**config.mk**
```make
export PLATFORM = sky130hd
export DESIGN_NAME = parser_feed_arbiter
export DESIGN_NICKNAME = d
export VERILOG_FILES = /design/src/rtl/parser_arb_pkg.sv /design/src/rtl/rr_arbiter.sv /design/src/rtl/parser_feed_arbiter.sv
export SDC_FILE = /design/constraint.sdc
export NUM_CORES = 1
export LEC_CHECK = 0
export BUFFER_PORTS_ARGS = -buffer_cell sky130_fd_sc_hd__buf_2
export CELL_PAD_IN_SITES_DETAIL_PLACEMENT = 2
export CELL_PAD_IN_SITES_GLOBAL_PLACEMENT = 2
export CORE_AREA = 2 2 138 100
export DETAILED_ROUTE_END_ITERATION = 7
export DIE_AREA = 0 0 140 102
export PLACE_DENSITY = 0.9
export SYNTH_ARGS = -nofsm -noshare
export SYNTH_HDL_FRONTEND = slang
export SYNTH_HIERARCHICAL = 1
export SYNTH_SLANG_ARGS = --single-unit
```
**constraint.sdc**
```tcl
create_clock -name clk_in -period 2.9 [get_ports clk_in]
set_input_delay 0.145 -clock clk_in [delete_from_list [all_inputs] [get_ports clk_in]]
set_output_delay 0.145 -clock clk_in [all_outputs]
set_load 0.005 [all_outputs]
```
**src/rtl/parser_arb_pkg.sv**
```systemverilog
// Shared types and sizing helpers for the parser feed arbiter.
// Imported by the top level and the round-robin picker.
package parser_arb_pkg;

  localparam int unsigned CntWidth = 16;

  typedef enum logic [1:0] {
    StIdle,
    StLen,
    StBody,
    StWaitDone
  } arb_state_e;

  // Timer must be able to hold the value TIMEOUT_CYCLES itself.
  function automatic int unsigned timer_width(input int unsigned cycles);
    return (cycles < 1) ? 1 : $clog2(cycles + 1);
  endfunction

  function automatic int unsigned idx_width(input int unsigned n);
    return (n < 2) ? 1 : $clog2(n);
  endfunction

endpackage

```
**src/rtl/rr_arbiter.sv**
```systemverilog
// Combinational round-robin picker: first requester strictly after last_ptr_i,
// wrapping cyclically; returns both one-hot and encoded forms.
module rr_arbiter
  import parser_arb_pkg::*;
#(
  parameter int unsigned NumReq = 4
) (
  input  logic [NumReq-1:0]            req_i,
  input  logic [idx_width(NumReq)-1:0] last_ptr_i,
  output logic [NumReq-1:0]            gnt_o,
  output logic [idx_width(NumReq)-1:0] idx_o
);

  localparam int unsigned IdxW = idx_width(NumReq);

  logic            found;
  logic [IdxW-1:0] cand;

  always_comb begin
    gnt_o = '0;
    idx_o = '0;
    found = 1'b0;
    cand  = '0;
    for (int unsigned off = 1; off <= NumReq; off++) begin
      cand = IdxW'((32'(last_ptr_i) + off) % NumReq);
      if (!found && req_i[cand]) begin
        found       = 1'b1;
        gnt_o[cand] = 1'b1;
        idx_o       = cand;
      end
    end
  end

endmodule

```
**src/rtl/parser_feed_arbiter.sv**
```systemverilog
// Grants the shared market_parser to one feed per length-prefixed message,
// round-robin, holding the grant until parser done or an idle timeout.
module parser_feed_arbiter
  import parser_arb_pkg::*;
#(
  parameter int unsigned NUM_FEEDS      = 4,
  parameter int unsigned DATA_WIDTH     = 7,
  parameter int unsigned TIMEOUT_CYCLES = 255
) (
  input  logic                                clk_in,
  input  logic                                reset_n_in,
  input  logic [NUM_FEEDS*(DATA_WIDTH+1)-1:0] feed_data_in,
  input  logic [NUM_FEEDS-1:0]                feed_valid_in,
  output logic [NUM_FEEDS-1:0]                feed_ready_out,
  output logic [DATA_WIDTH:0]                 parser_data_out,
  output logic                                parser_valid_out,
  output logic                                parser_start_out,
  output logic                                parser_flush_out,
  input  logic                                parser_done_in,
  output logic [NUM_FEEDS-1:0]                grant_out,
  output logic [CntWidth-1:0]                 msg_count_out,
  output logic [CntWidth-1:0]                 err_count_out
);

  localparam int unsigned ByteW  = DATA_WIDTH + 1;
  localparam int unsigned IdxW   = idx_width(NUM_FEEDS);
  localparam int unsigned TimerW = timer_width(TIMEOUT_CYCLES);
  // Compared before incrementing, so the abort lands after exactly TIMEOUT_CYCLES idle cycles.
  localparam logic [TimerW-1:0] TimerLast = TimerW'(TIMEOUT_CYCLES - 1);

  arb_state_e            state_q;
  logic [NUM_FEEDS-1:0]  grant_q;
  logic [IdxW-1:0]       gidx_q;
  logic [IdxW-1:0]       last_ptr_q;
  logic [ByteW-1:0]      remaining_q;
  logic [TimerW-1:0]     timer_q;
  logic [ByteW-1:0]      data_q;
  logic                  valid_q;
  logic                  start_q;
  logic                  flush_q;
  logic [CntWidth-1:0]   msg_q;
  logic [CntWidth-1:0]   err_q;

  logic [NUM_FEEDS-1:0]  arb_gnt;
  logic [IdxW-1:0]       arb_idx;
  logic [ByteW-1:0]      feed_bytes [NUM_FEEDS];
  logic [ByteW-1:0]      cur_byte;
  logic                  cur_valid;
  logic                  timer_hit;

  for (genvar gi = 0; gi < NUM_FEEDS; gi++) begin : g_unpack
    assign feed_bytes[gi] = feed_data_in[gi*ByteW +: ByteW];
  end

  rr_arbiter #(
    .NumReq (NUM_FEEDS)
  ) u_rr_arbiter (
    .req_i      (feed_valid_in),
    .last_ptr_i (last_ptr_q),
    .gnt_o      (arb_gnt),
    .idx_o      (arb_idx)
  );

  assign cur_byte  = feed_bytes[gidx_q];
  assign cur_valid = feed_valid_in[gidx_q];
  assign timer_hit = (timer_q == TimerLast);

  always_ff @(posedge clk_in or negedge reset_n_in) begin
    if (!reset_n_in) begin
      state_q     <= StIdle;
      grant_q     <= '0;
      gidx_q      <= '0;
      last_ptr_q  <= IdxW'(NUM_FEEDS - 1);
      remaining_q <= '0;
      timer_q     <= '0;
      data_q      <= '0;
      valid_q     <= 1'b0;
      start_q     <= 1'b0;
      flush_q     <= 1'b0;
      msg_q       <= '0;
      err_q       <= '0;
    end else begin
      valid_q <= 1'b0;
      start_q <= 1'b0;
      flush_q <= 1'b0;
      unique case (state_q)
        StIdle: begin
          if (|feed_valid_in) begin
            grant_q <= arb_gnt;
            gidx_q  <= arb_idx;
            state_q <= StLen;
          end
        end
        StLen: begin
          if (cur_valid) begin
            if (cur_byte == '0) begin
              err_q      <= err_q + CntWidth'(1);
              last_ptr_q <= gidx_q;
              grant_q    <= '0;
              state_q    <= StIdle;
            end else begin
              remaining_q <= cur_byte;
              data_q      <= cur_byte;
              valid_q     <= 1'b1;
              start_q     <= 1'b1;
              timer_q     <= '0;
              state_q     <= StBody;
            end
          end
        end
        StBody: begin
          if (cur_valid) begin
            data_q      <= cur_byte;
            valid_q     <= 1'b1;
            remaining_q <= remaining_q - ByteW'(1);
            timer_q     <= '0;
            if (remaining_q == ByteW'(1)) begin
              state_q <= StWaitDone;
            end
          end else if (timer_hit) begin
            flush_q    <= 1'b1;
            err_q      <= err_q + CntWidth'(1);
            last_ptr_q <= gidx_q;
            grant_q    <= '0;
            timer_q    <= '0;
            state_q    <= StIdle;
          end else begin
            timer_q <= timer_q + TimerW'(1);
          end
        end
        StWaitDone: begin
          // Done takes priority over a timeout landing in the same cycle.
          if (parser_done_in) begin
            msg_q      <= msg_q + CntWidth'(1);
            last_ptr_q <= gidx_q;
            grant_q    <= '0;
            timer_q    <= '0;
            state_q    <= StIdle;
          end else if (timer_hit) begin
            flush_q    <= 1'b1;
            err_q      <= err_q + CntWidth'(1);
            last_ptr_q <= gidx_q;
            grant_q    <= '0;
            timer_q    <= '0;
            state_q    <= StIdle;
          end else begin
            timer_q <= timer_q + TimerW'(1);
          end
        end
        default: state_q <= StIdle;
      endcase
    end
  end

  assign feed_ready_out   = (state_q == StLen || state_q == StBody) ? grant_q : '0;
  assign grant_out        = grant_q;
  assign parser_data_out  = data_q;
  assign parser_valid_out = valid_q;
  assign parser_start_out = start_q;
  assign parser_flush_out = flush_q;
  assign msg_count_out    = msg_q;
  assign err_count_out    = err_q;

endmodule

```
==> summary.md, run 1 <==
| Metric | Value |
|---|---|
| Initial Utilization | 0.343 |
| DRC | 8 |
| Die H | 102 um |
| Syn Inst Count | 435 |
| DR vias | 3966 |
| Synthesized area | 4430 um2 |
| Worst r2r src | gidx_q[0] |
| Ratio of cells with drive above 1 in the final layout | 0.323 |
| Layout area overhead | 21.7% |
| Vias in the first global route | 4389 |
| Yosys top cell area share | 0.379 |
| DR vias/cell | 5.63 |
| Least-Margin Pin Slew | 1.02 ns |
| Crit Path Max Fanout | 17 |
| Final Critical Period | 2.70 ns |
| Leakage Power | 2.45 nW |
| Reg2Reg Depth | 6 |
| Synth area leader | dfrtp_1 |
| Required time worst endpoint | 3.12 ns |
| Fmax | 370 MHz |
| Sequential element share of the synthesized area | 0.390 |
| Port-buffer cells | 89 |
| GR Overflow Total | 0 |
| Top-level I/O count | 90 |
| Die W | 140 um |
| WP data arrival | 2.93 ns |
| Xor and xnor area share after synthesis | 0.0554 |
| CTS tree | built |
| RSZ-0062 raised after global routing | false |
| Commonest non-fill, non-tap cells in the layout | buf_2 (89), dfrtp_1 (66), nand2_1 (44) |
| Setup violations, final | 0 |
| Core outline area | 12900 um2 |
| Tot Pwr | 5.34 mW |
| Status | finished, violations left |
| Fin. max-slew vios | 0 |
| Critical Path Start Type | register |
| Setup crit end kind | register |
| Global-route wire length before repair | 24000 um |
| Antenna Cells | 0 |
| Min-delay src | parser_done_in |
| Total track usage | 0.218 |
| Die area | 14300 um2 |
| Max_slew headroom | 0.315 |
| Compound-gate portion of the synthesized area | 0.146 |
| Final HPWL DP | 11000 um |
| Commonest non-fill, non-tap cell in the layout | buf_2 |
| Synth Area in Adders | 0.0537 |
| Wirelength per Cell | 21.4 um |
| Ys Warns | 6 |
| Post-Route Utilization | 0.417 |
| Top post-synthesis cells by area | dfrtp_1 (38%), mux4_2 (5.6%), ha_1 (5.4%), nand2_1 (3.7%), xor2_1 (3.2%) |
| Worst setup path start | gidx_q[0] |
| Syn_area_per_cell | 10.2 um2 |
| Final Hold Viols | 0 |
| Syn_nets | 493 |
| Row cnt | 35 |
| Worst Clk Skew | 0.00553 ns |
| Final GP Congestion | 0.850 |
| Initial antenna violation count | 0 |
| Register bit total from synthesis | 69 |
| Main synth FF type | dfrtp_1 |
| Fin crit share | 0.933 |
| Max Root-Sink Buffers | 2 |
| Post-Layout Cell Count | 705 |
| Final ANT Viol Nets | 0 |
| Hold Crit Class | in2reg |
| Iteration-0 DRC Markers | 224 |
| Fill count | 1409 |
| CTS clk-pin slew, worst paths | 0.06 ns |
| Hold path depth | 4 |
| Dpl cell area | 5080 um2 |
| Worst skew pair latency | 0.34 ns |
| Mux share of post-synthesis cell area | 0.0935 |
| Power Density | 991 nW/um2 |
| Cell area after layout | 5390 um2 |
| Largest family of logic cells by synthesized area | simple AND/OR/NAND/NOR gates |
| Largest net degree at the start of global routing | 38 |
| Setup_tns | 0 ns |
| Worst IR Drop VDD | 376 uV |
| Placed Cells | 686 |
| Max-Cap Viols | 0 |
| Number of flops mapped to enable cells by yosys | 0 |
| Crit Path Category | reg2reg |
| Final nets | 592 |
| Inserted Clock Buffers | 9 |
| Cell variety after synth | 72 |
| Ys async rst share | 1.00 |
| CTS Sinks | 69 |
| Clock root cell | clkbuf_16 |
| Post-synthesis simple-gate area fraction | 0.219 |
| Final wirelength | 15100 um |
| H-tree levels | 3 |
| Drt pass-1 iters | 8 |
| Failing checks | DRC |
-- layout make-up --
cell class	count	area (um2)	share of cell area
multi-input cells	330	2510	0.466
inverters	17	63.8	0.0118
well taps	166	208	0.0385
repair buffers	107	599	0.111
clock inverters	7	51.3	0.00951
flip-flops and latches	69	1730	0.321
clock buffers	9	225	0.0418
-- cell usage after synthesis, drive strengths merged (8+ instances only) --
cell type	number
nor4	12
clkbuf	9
nand4	8
a21oi	8
nor3	11
nor2	28
dfrtp	67
o21ai	22
nand2	44
buf	10
inv	16
ha	19
mux4	11
xnor2	12
mux2	13
nand3	22
xor2	16
-- metrics by stage --
stage          setup WS [ns]  hold WS, ns
4_1_cts               0.0610        0.236
5_1_grt               0.0362        0.278
3_5_place_dp           0.139        0.276
3_3_place_gp           0.230        0.258
2_1_floorplan          0.462       -0.151
6_report               0.195        0.240
-- worst paths after layout --
kind                                      endpoint  slack (ns)
worst max register to register  parser_data_out[6]        0.20
max in group asynchronous           remaining_q[5]        1.76
worst min-delay path              msg_count_out[4]        0.24
worst max-delay path            parser_data_out[6]        0.20
worst min register to register   msg_count_out[12]        0.49
min in group asynchronous         err_count_out[3]        0.44
-- state kept, by name, summed over array words and instances (netlist names) --
name	flops
parser_flush_out	1
parser_data_out	8
grant_out	4
last_ptr_q	2
msg_count_out	16
state_q	2
remaining_q	8
gidx_q	2
parser_start_out	1
timer_q	8
err_count_out	16
parser_valid_out	1
-- repair_timing --
item                       4_1_cts  5_1_grt
hold buffers                     1        0
setup endpoints to repair        0       10
gates resized for setup          0        2
hold endpoints to repair        30        0
setup buffers                    0        2
-- report_power, final --
part / internal (mW) / total (mW) / switching [mW]
combinational: 1.16 / 2.72 / 1.56
clock: 0.582 / 1.05 / 0.467
sequential: 1.24 / 1.57 / 0.335
total: 2.98 / 5.34 / 2.37
-- per-layer routing --
metal	track usage	vias to the layer above	share of wire
met2	0.391	121	0.49
met1	0.268	2025	0.44
met4	0.0723	0	0.017
met3	0.0445	20	0.048
li1	-	1800	-
met5	0	-	0
-- critical path, cell delays in order (launching register included) --
cell and delay, ns:
dfrtp_2 0.41, buf_6 0.18, mux4_2 0.58, nor4_4 0.36, buf_4 0.20, a31oi_2 0.39
mux2_1 0.46
-- logic make-up (layout without fill, tap and decap cells) --
kind of cell | Yosys count | after routing
and+or+nand+nor | 170 | 170
AOI/OAI and AO/OA | 87 | 87
DFF | 69 | 69
buffers and inverters | 36 | 140
xor gates and xnor gates | 28 | 28
muxes | 26 | 26
adders and majority gates | 19 | 19
(Power assumes the default switching activity.)
==> inputs of run 2 (changes only) <==
- HOLD_SLACK_MARGIN: default -> 0.12
- clock period: 2.9 -> 3 ns (I/O delays scaled with it)
==> summary.md, run 2 (synthesis gave the netlist of run 1 again) <==
| Metric | Value |
|---|---|
| Commonest non-fill, non-tap cell in the layout | buf_2 |
| Leakage Power | 2.45 nW (about the same) |
| Worst Clk Skew | 0.00411 ns (-0.00142 ns) |
| Setup crit end kind | register |
| Die area | 14300 um2 (unchanged) |
| WP data arrival | 2.97 ns (+0.04 ns) |
| Fill count | 1373 (-2.6%) |
| Psw | 2.21 mW (-6.6%) |
| Final ANT Viol Nets | 0 (unchanged) |
| Switching Fraction | 0.422 (-0.0213) |
| Least-Margin Pin Slew | 0.980 ns (-0.0443 ns) |
| Max-Cap Viols | 0 (unchanged) |
| Required time worst endpoint | 3.22 ns (+0.10 ns) |
| Largest net degree at the start of global routing | 43 (+13%) |
| Cell area after layout | 5400 um2 (+0.21%) |
| Drt pass-1 iters | 8 (unchanged) |
| Initial antenna violation count | 0 (unchanged) |
| Total track usage | 0.216 (-0.00267) |
| DR vias/cell | 5.63 (about the same) |
| Core outline area | 12900 um2 (unchanged) |
| Max Root-Sink Buffers | 2 (unchanged) |
| Worst-path cell chain | buf_4 > mux4_2 > nor4_4 > buf_4 > a31oi_2 > mux2_1 |
| Vias in the first global route | 4523 (+3.1%) |
| DRC | 8 (unchanged) |
| CP peak stage delay | 0.58 ns (about the same) |
| Critical path buffer and inverter count | 2 (unchanged) |
| Sequential fraction of design power | 0.296 (+0.002) |
| Port-buffer cells | 89 (unchanged) |
| Worst skew pair latency | 0.34 ns (about the same) |
| Final Hold Viols | 0 (unchanged) |
| DR vias | 3950 (-0.40%) |
| Crit Path Category | reg2reg |
| Final Critical Period | 2.75 ns (+0.0483 ns) |
| Final GP Congestion | 0.866 (+1.9%) |
| Critical Path Start Type | register |
| Iteration-0 DRC Markers | 145 (-35%) |
| Setup_tns | 0 ns (unchanged) |
| Clock root cell | clkbuf_16 |
| CP top delay family | multiplexers |
| Global-route wire length before repair | 24100 um (+0.37%) |
| Commonest non-fill, non-tap cells in the layout | buf_2 (89), dfrtp_1 (66), nand2_1 (44) |
| Final wirelength | 14600 um (-2.9%) |
| Fin crit share | 0.918 (-0.0150) |
| Final HPWL DP | 11000 um (-0.34%) |
| H-tree levels | 3 (unchanged) |
| Setup violations, final | 0 (unchanged) |
| Ratio of cells with drive above 1 in the final layout | 0.317 (-0.00566) |
| Die W | 140 um (unchanged) |
| Status | finished, violations left |
| Fin. max-slew vios | 0 (unchanged) |
| Critical path's most frequent cell | buf_4 |
| Power Density | 971 nW/um2 (-2.1%) |
| Row cnt | 35 (unchanged) |
| Clock group share of total power | 0.223 (+0.027) |
| Max_slew headroom | 0.340 (+0.0257) |
| Initial Utilization | 0.343 (unchanged) |
| RSZ-0062 raised after global routing | false |
| Worst IR Drop VDD | 326 uV (-13%) |
| CTS tree | built |
| Final nets | 589 (-0.51%) |
| Antenna Cells | 0 (unchanged) |
| Wirelength per Cell | 20.9 um (-2.5%) |
| Crit Path Max Fanout | 17 (unchanged) |
| Failing checks | DRC |
| Layout area overhead | 22.0% |
| Dpl cell area | 5060 um2 (-0.39%) |
| Logic pwr share | 0.480 (-0.030) |
| Die H | 102 um (unchanged) |
| Top-level I/O count | 90 (unchanged) |
| Slowest library cell on the worst path | dfrtp_2 |
| Worst r2r src | gidx_q[0] |
| GR Overflow Total | 0 (unchanged) |
| Worst setup path start | gidx_q[0] |
| Pint | 3.03 mW (+1.9%) |
| CTS clk-pin slew, worst paths | 0.06 ns (about the same) |
| Fmax | 363 MHz (-1.8%) |
| Min-delay src | parser_done_in |
| Hold Crit Class | in2reg |
| Inserted Clock Buffers | 9 (unchanged) |
| CTS Sinks | 69 (unchanged) |
==> run 2: cell types whose count changed in the layout (fill, tap and decap cells not counted), sizes merged <==
cell / delta
buf: -3
bufinv: +2
clkbuf: +2
clkinv: -3
inv: -1
==> run 2: final timing paths <==
path                                       to  slack, ns  cells after the start
min                          msg_count_out[4]       0.30                      4
max in group asynchronous           gidx_q[0]       1.69                      3
min in group asynchronous    err_count_out[6]       0.50                      2
min reg2reg                 msg_count_out[12]       0.49                      1
max                        parser_data_out[6]       0.25                      6
max reg2reg                parser_data_out[6]       0.25                      6
==> run 2: layer usage <==
layer | vias up | share of wire | GRT usage
met5 | - | 0 | 0
met4 | 0 | 0.011 | 0.0497
met3 | 17 | 0.044 | 0.0455
met2 | 114 | 0.51 | 0.395
met1 | 2019 | 0.43 | 0.266
li1 | 1800 | - | -
==> run 2: stage by stage <==
| stage | std cells | hold slack (ns) | utilization | setup slack, ns | power [mW] |
|---|---|---|---|---|---|
| floorplan | 435 | -0.146 | - | 0.562 | 3.21 |
| global placement | 685 | 0.334 | 0.392 | 0.163 | 3.84 |
| detailed placement | 685 | 0.351 | 0.392 | 0.0123 | 4.07 |
| CTS | 702 | 0.304 | 0.418 | 0.00645 | 5.28 |
| global route | 702 | 0.333 | 0.418 | 0.0586 | 5.61 |
| finish | 702 | 0.298 | 0.418 | 0.247 | 5.24 |
==> run 2: final cells by class <==
cell class / instances / area [um2] / share of cell area
multi-input cells: 330 / 2510 / 0.465
clock inverters: 5 / 83.8 / 0.0155
inverters: 17 / 63.8 / 0.0118
clock buffers: 11 / 243 / 0.0449
well taps: 166 / 208 / 0.0384
flip-flops and latches: 69 / 1730 / 0.320
repair buffers: 104 / 561 / 0.104
==> run 2: timing repair <==
item                                    CTS  global route
hold endpoints to repair                 38             0
setup buffers                             0             0
hold buffers                              1             0
endpoints found under the setup margin    0            23
gates resized for setup                   0             1
==> run 2: power groups by stage <==
stage	Sequential, mW	Clock [mW]	Combinational [mW]
final	1.55	1.17	2.52
after global routing	1.60	1.22	2.78
after CTS	1.55	1.19	2.54
after detailed placement	1.56	0	2.51
after global placement	1.52	0	2.32
after floorplan	1.42	0	1.79
==> run 2: worst reg2reg max path, cell delays in order, from the launching register on <==
cell and delay (ns):
dfrtp_2 0.58, buf_4 0.20, mux4_2 0.56, nor4_4 0.31, buf_4 0.20, a31oi_2 0.35, mux2_1 0.45
==> inputs of run 3 (changes only) <==
- SETUP_SLACK_MARGIN: default -> 0.3
==> summary.md, run 3 (synthesis gave the netlist of run 1 again) <==
| Metric | Value |
|---|---|
| Wirelength per Cell | 22.1 um (+5.7%) |
| GR Overflow Total | 0 (unchanged) |
| RSZ-0062 raised after global routing | false |
| Final ANT Viol Nets | 0 (unchanged) |
| Core outline area | 12900 um2 (unchanged) |
| Final nets | 593 (+0.68%) |
| Largest net degree at the start of global routing | 43 (unchanged) |
| Port-buffer cells | 89 (unchanged) |
| Hold path depth | 4 (unchanged) |
| Worst IR Drop VDD | 324 uV (-0.64%) |
| Fill count | 1372 (-0.073%) |
| Clock root cell | clkbuf_16 |
| Failing checks | DRC |
| Total track usage | 0.221 (+0.00514) |
| Power Density | 993 nW/um2 (+2.3%) |
| Setup crit end kind | register |
| Setup violations, final | 0 (unchanged) |
| Antenna Cells | 0 (unchanged) |
| Worst skew pair latency | 0.34 ns (about the same) |
| DRC | 8 (unchanged) |
| Worst Clk Skew | 0.00375 ns (-0.000360 ns) |
| Ratio of cells with drive above 1 in the final layout | 0.328 (+0.0106) |
| Fin crit share | 0.873 (-0.0443) |
| Row cnt | 35 (unchanged) |
| Inserted Clock Buffers | 9 (unchanged) |
| DR vias | 4004 (+1.4%) |
| Hold Crit Class | in2reg |
| Crit Path Category | reg2reg |
| Die H | 102 um (unchanged) |
| Commonest non-fill, non-tap cells in the layout | buf_2 (89), dfrtp_1 (65), nand2_1 (44) |
| Worst setup path start | gidx_q[0] |
| Reg2Reg Depth | 8 (+2) |
| Iteration-0 DRC Markers | 215 (+48%) |
| Setup crit end | err_count_out[15] |
| Final HPWL DP | 11000 um (unchanged) |
| Least-Margin Pin Slew | 0.986 ns (+0.00568 ns) |
| Required time worst endpoint | 3.27 ns (+0.05 ns) |
| Drt pass-1 iters | 8 (unchanged) |
| Seq. cell area | 1730 um2 (about the same) |
| Crit Path Max Fanout | 21 (+4) |
| Critical Path Start Type | register |
| Max-Cap Viols | 0 (unchanged) |
| DR vias/cell | 5.67 (+0.79%) |
| CTS Sinks | 69 (unchanged) |
| Final Hold Viols | 0 (unchanged) |
| Worst r2r src | gidx_q[0] |
| Final wirelength | 15600 um (+6.3%) |
| Die W | 140 um (unchanged) |
| Status | finished, violations left |
| WP data arrival | 2.89 ns (-0.08 ns) |
| Final Critical Period | 2.62 ns (-0.133 ns) |
| Max_slew headroom | 0.336 (-0.00382) |
| Global-route wire length before repair | 24500 um (+1.7%) |
| Setup_tns | 0 ns (unchanged) |
| H-tree levels | 3 (unchanged) |
| Layout area overhead | 23.6% |
| Die area | 14300 um2 (unchanged) |
| Fin. max-slew vios | 0 (unchanged) |
| Leakage Power | 2.48 nW (+1.0%) |
| Vias in the first global route | 4555 (+0.71%) |
| Multi-input gate area | 2540 um2 (+1.1%) |
| Top-level I/O count | 90 (unchanged) |
| Final GP Congestion | 0.866 (unchanged) |
| CTS clk-pin slew, worst paths | 0.06 ns (about the same) |
| Commonest non-fill, non-tap cell in the layout | buf_2 |
| Initial Utilization | 0.343 (unchanged) |
| Internal reg-to-reg setup slack | 0.38 ns (+0.13 ns) |
| CTS tree | built |
| Initial antenna violation count | 0 (unchanged) |
| Fmax | 382 MHz (+5.1%) |
| Worst R2R End | err_count_out[15] |
| Post-Route Utilization | 0.424 (+0.00552) |
| Max Root-Sink Buffers | 2 (unchanged) |
## run 3: changes by cell type in the layout (fill, tap and decap cells not counted)
cell     delta
buf_4       +3
a31oi_1     -1
a31oi_4     +1
buf_12      +1
dfrtp_1     -1
dfrtp_2     +1
ha_1        -1
ha_4        +1
## run 3: worst min path at each step
stage               slack (ns)            from               end
finish                    0.30  parser_done_in  msg_count_out[4]
global route              0.33  parser_done_in  msg_count_out[4]
CTS                       0.30  parser_done_in  msg_count_out[4]
detailed placement        0.35      reset_n_in  err_count_out[6]
global placement          0.33      reset_n_in  err_count_out[6]
floorplan                -0.15      reset_n_in  err_count_out[0]
## run 3: layer usage
metal	vias to the layer above	track usage	part of all wire
li1	1804	-	-
met1	2058	0.273	0.43
met2	128	0.396	0.51
met3	14	0.0483	0.048
met4	0	0.0637	0.011
met5	-	0	0
## run 3: final cells by class
class                           instances  area share
Clock buffer                           11      0.0443
Sequential cell                        69       0.316
Multi-Input combinational cell        330       0.464
Inverter                               17      0.0117
Timing Repair Buffer                  108       0.110
Clock inverter                          5      0.0153
Tap cell                              166      0.0379
## run 3: where the power goes
group / internal, mW / total, mW / switching (mW)
logic: 1.17 / 2.73 / 1.56
registers: 1.20 / 1.54 / 0.340
clock network: 0.752 / 1.17 / 0.419
## run 3: worst max-delay path: stages (launching register included)
cell	delay (ns)
dfrtp_2	0.40
buf_4	0.19
buf_4	0.13
mux4_2	0.56
nor4_4	0.24
a21oi_2	0.14
buf_4	0.25
or4_1	0.55
nand3_1	0.08
## run 3: repair_timing
item | in CTS | in global routing
endpoints found under the setup margin | 46 | 16
setup buffers | 4 | 0
hold endpoints to repair | 38 | 0
resized for setup | 2 | 4
hold buffers | 1 | 0
## run 3: metrics by stage
stage | std cells | cell area (um2) | hold WS [ns] | power [mW] | worst slack (ns)
3_5_place_dp | 685 | 5060 | 0.351 | 4.07 | 0.0123
4_1_cts | 706 | 5450 | 0.304 | 5.37 | 0.304
3_3_place_gp | 685 | 5060 | 0.334 | 3.84 | 0.163
6_report | 706 | 5470 | 0.296 | 5.44 | 0.380
2_1_floorplan | 435 | 4430 | -0.146 | 3.21 | 0.562
5_1_grt | 706 | 5470 | 0.333 | 5.78 | 0.286
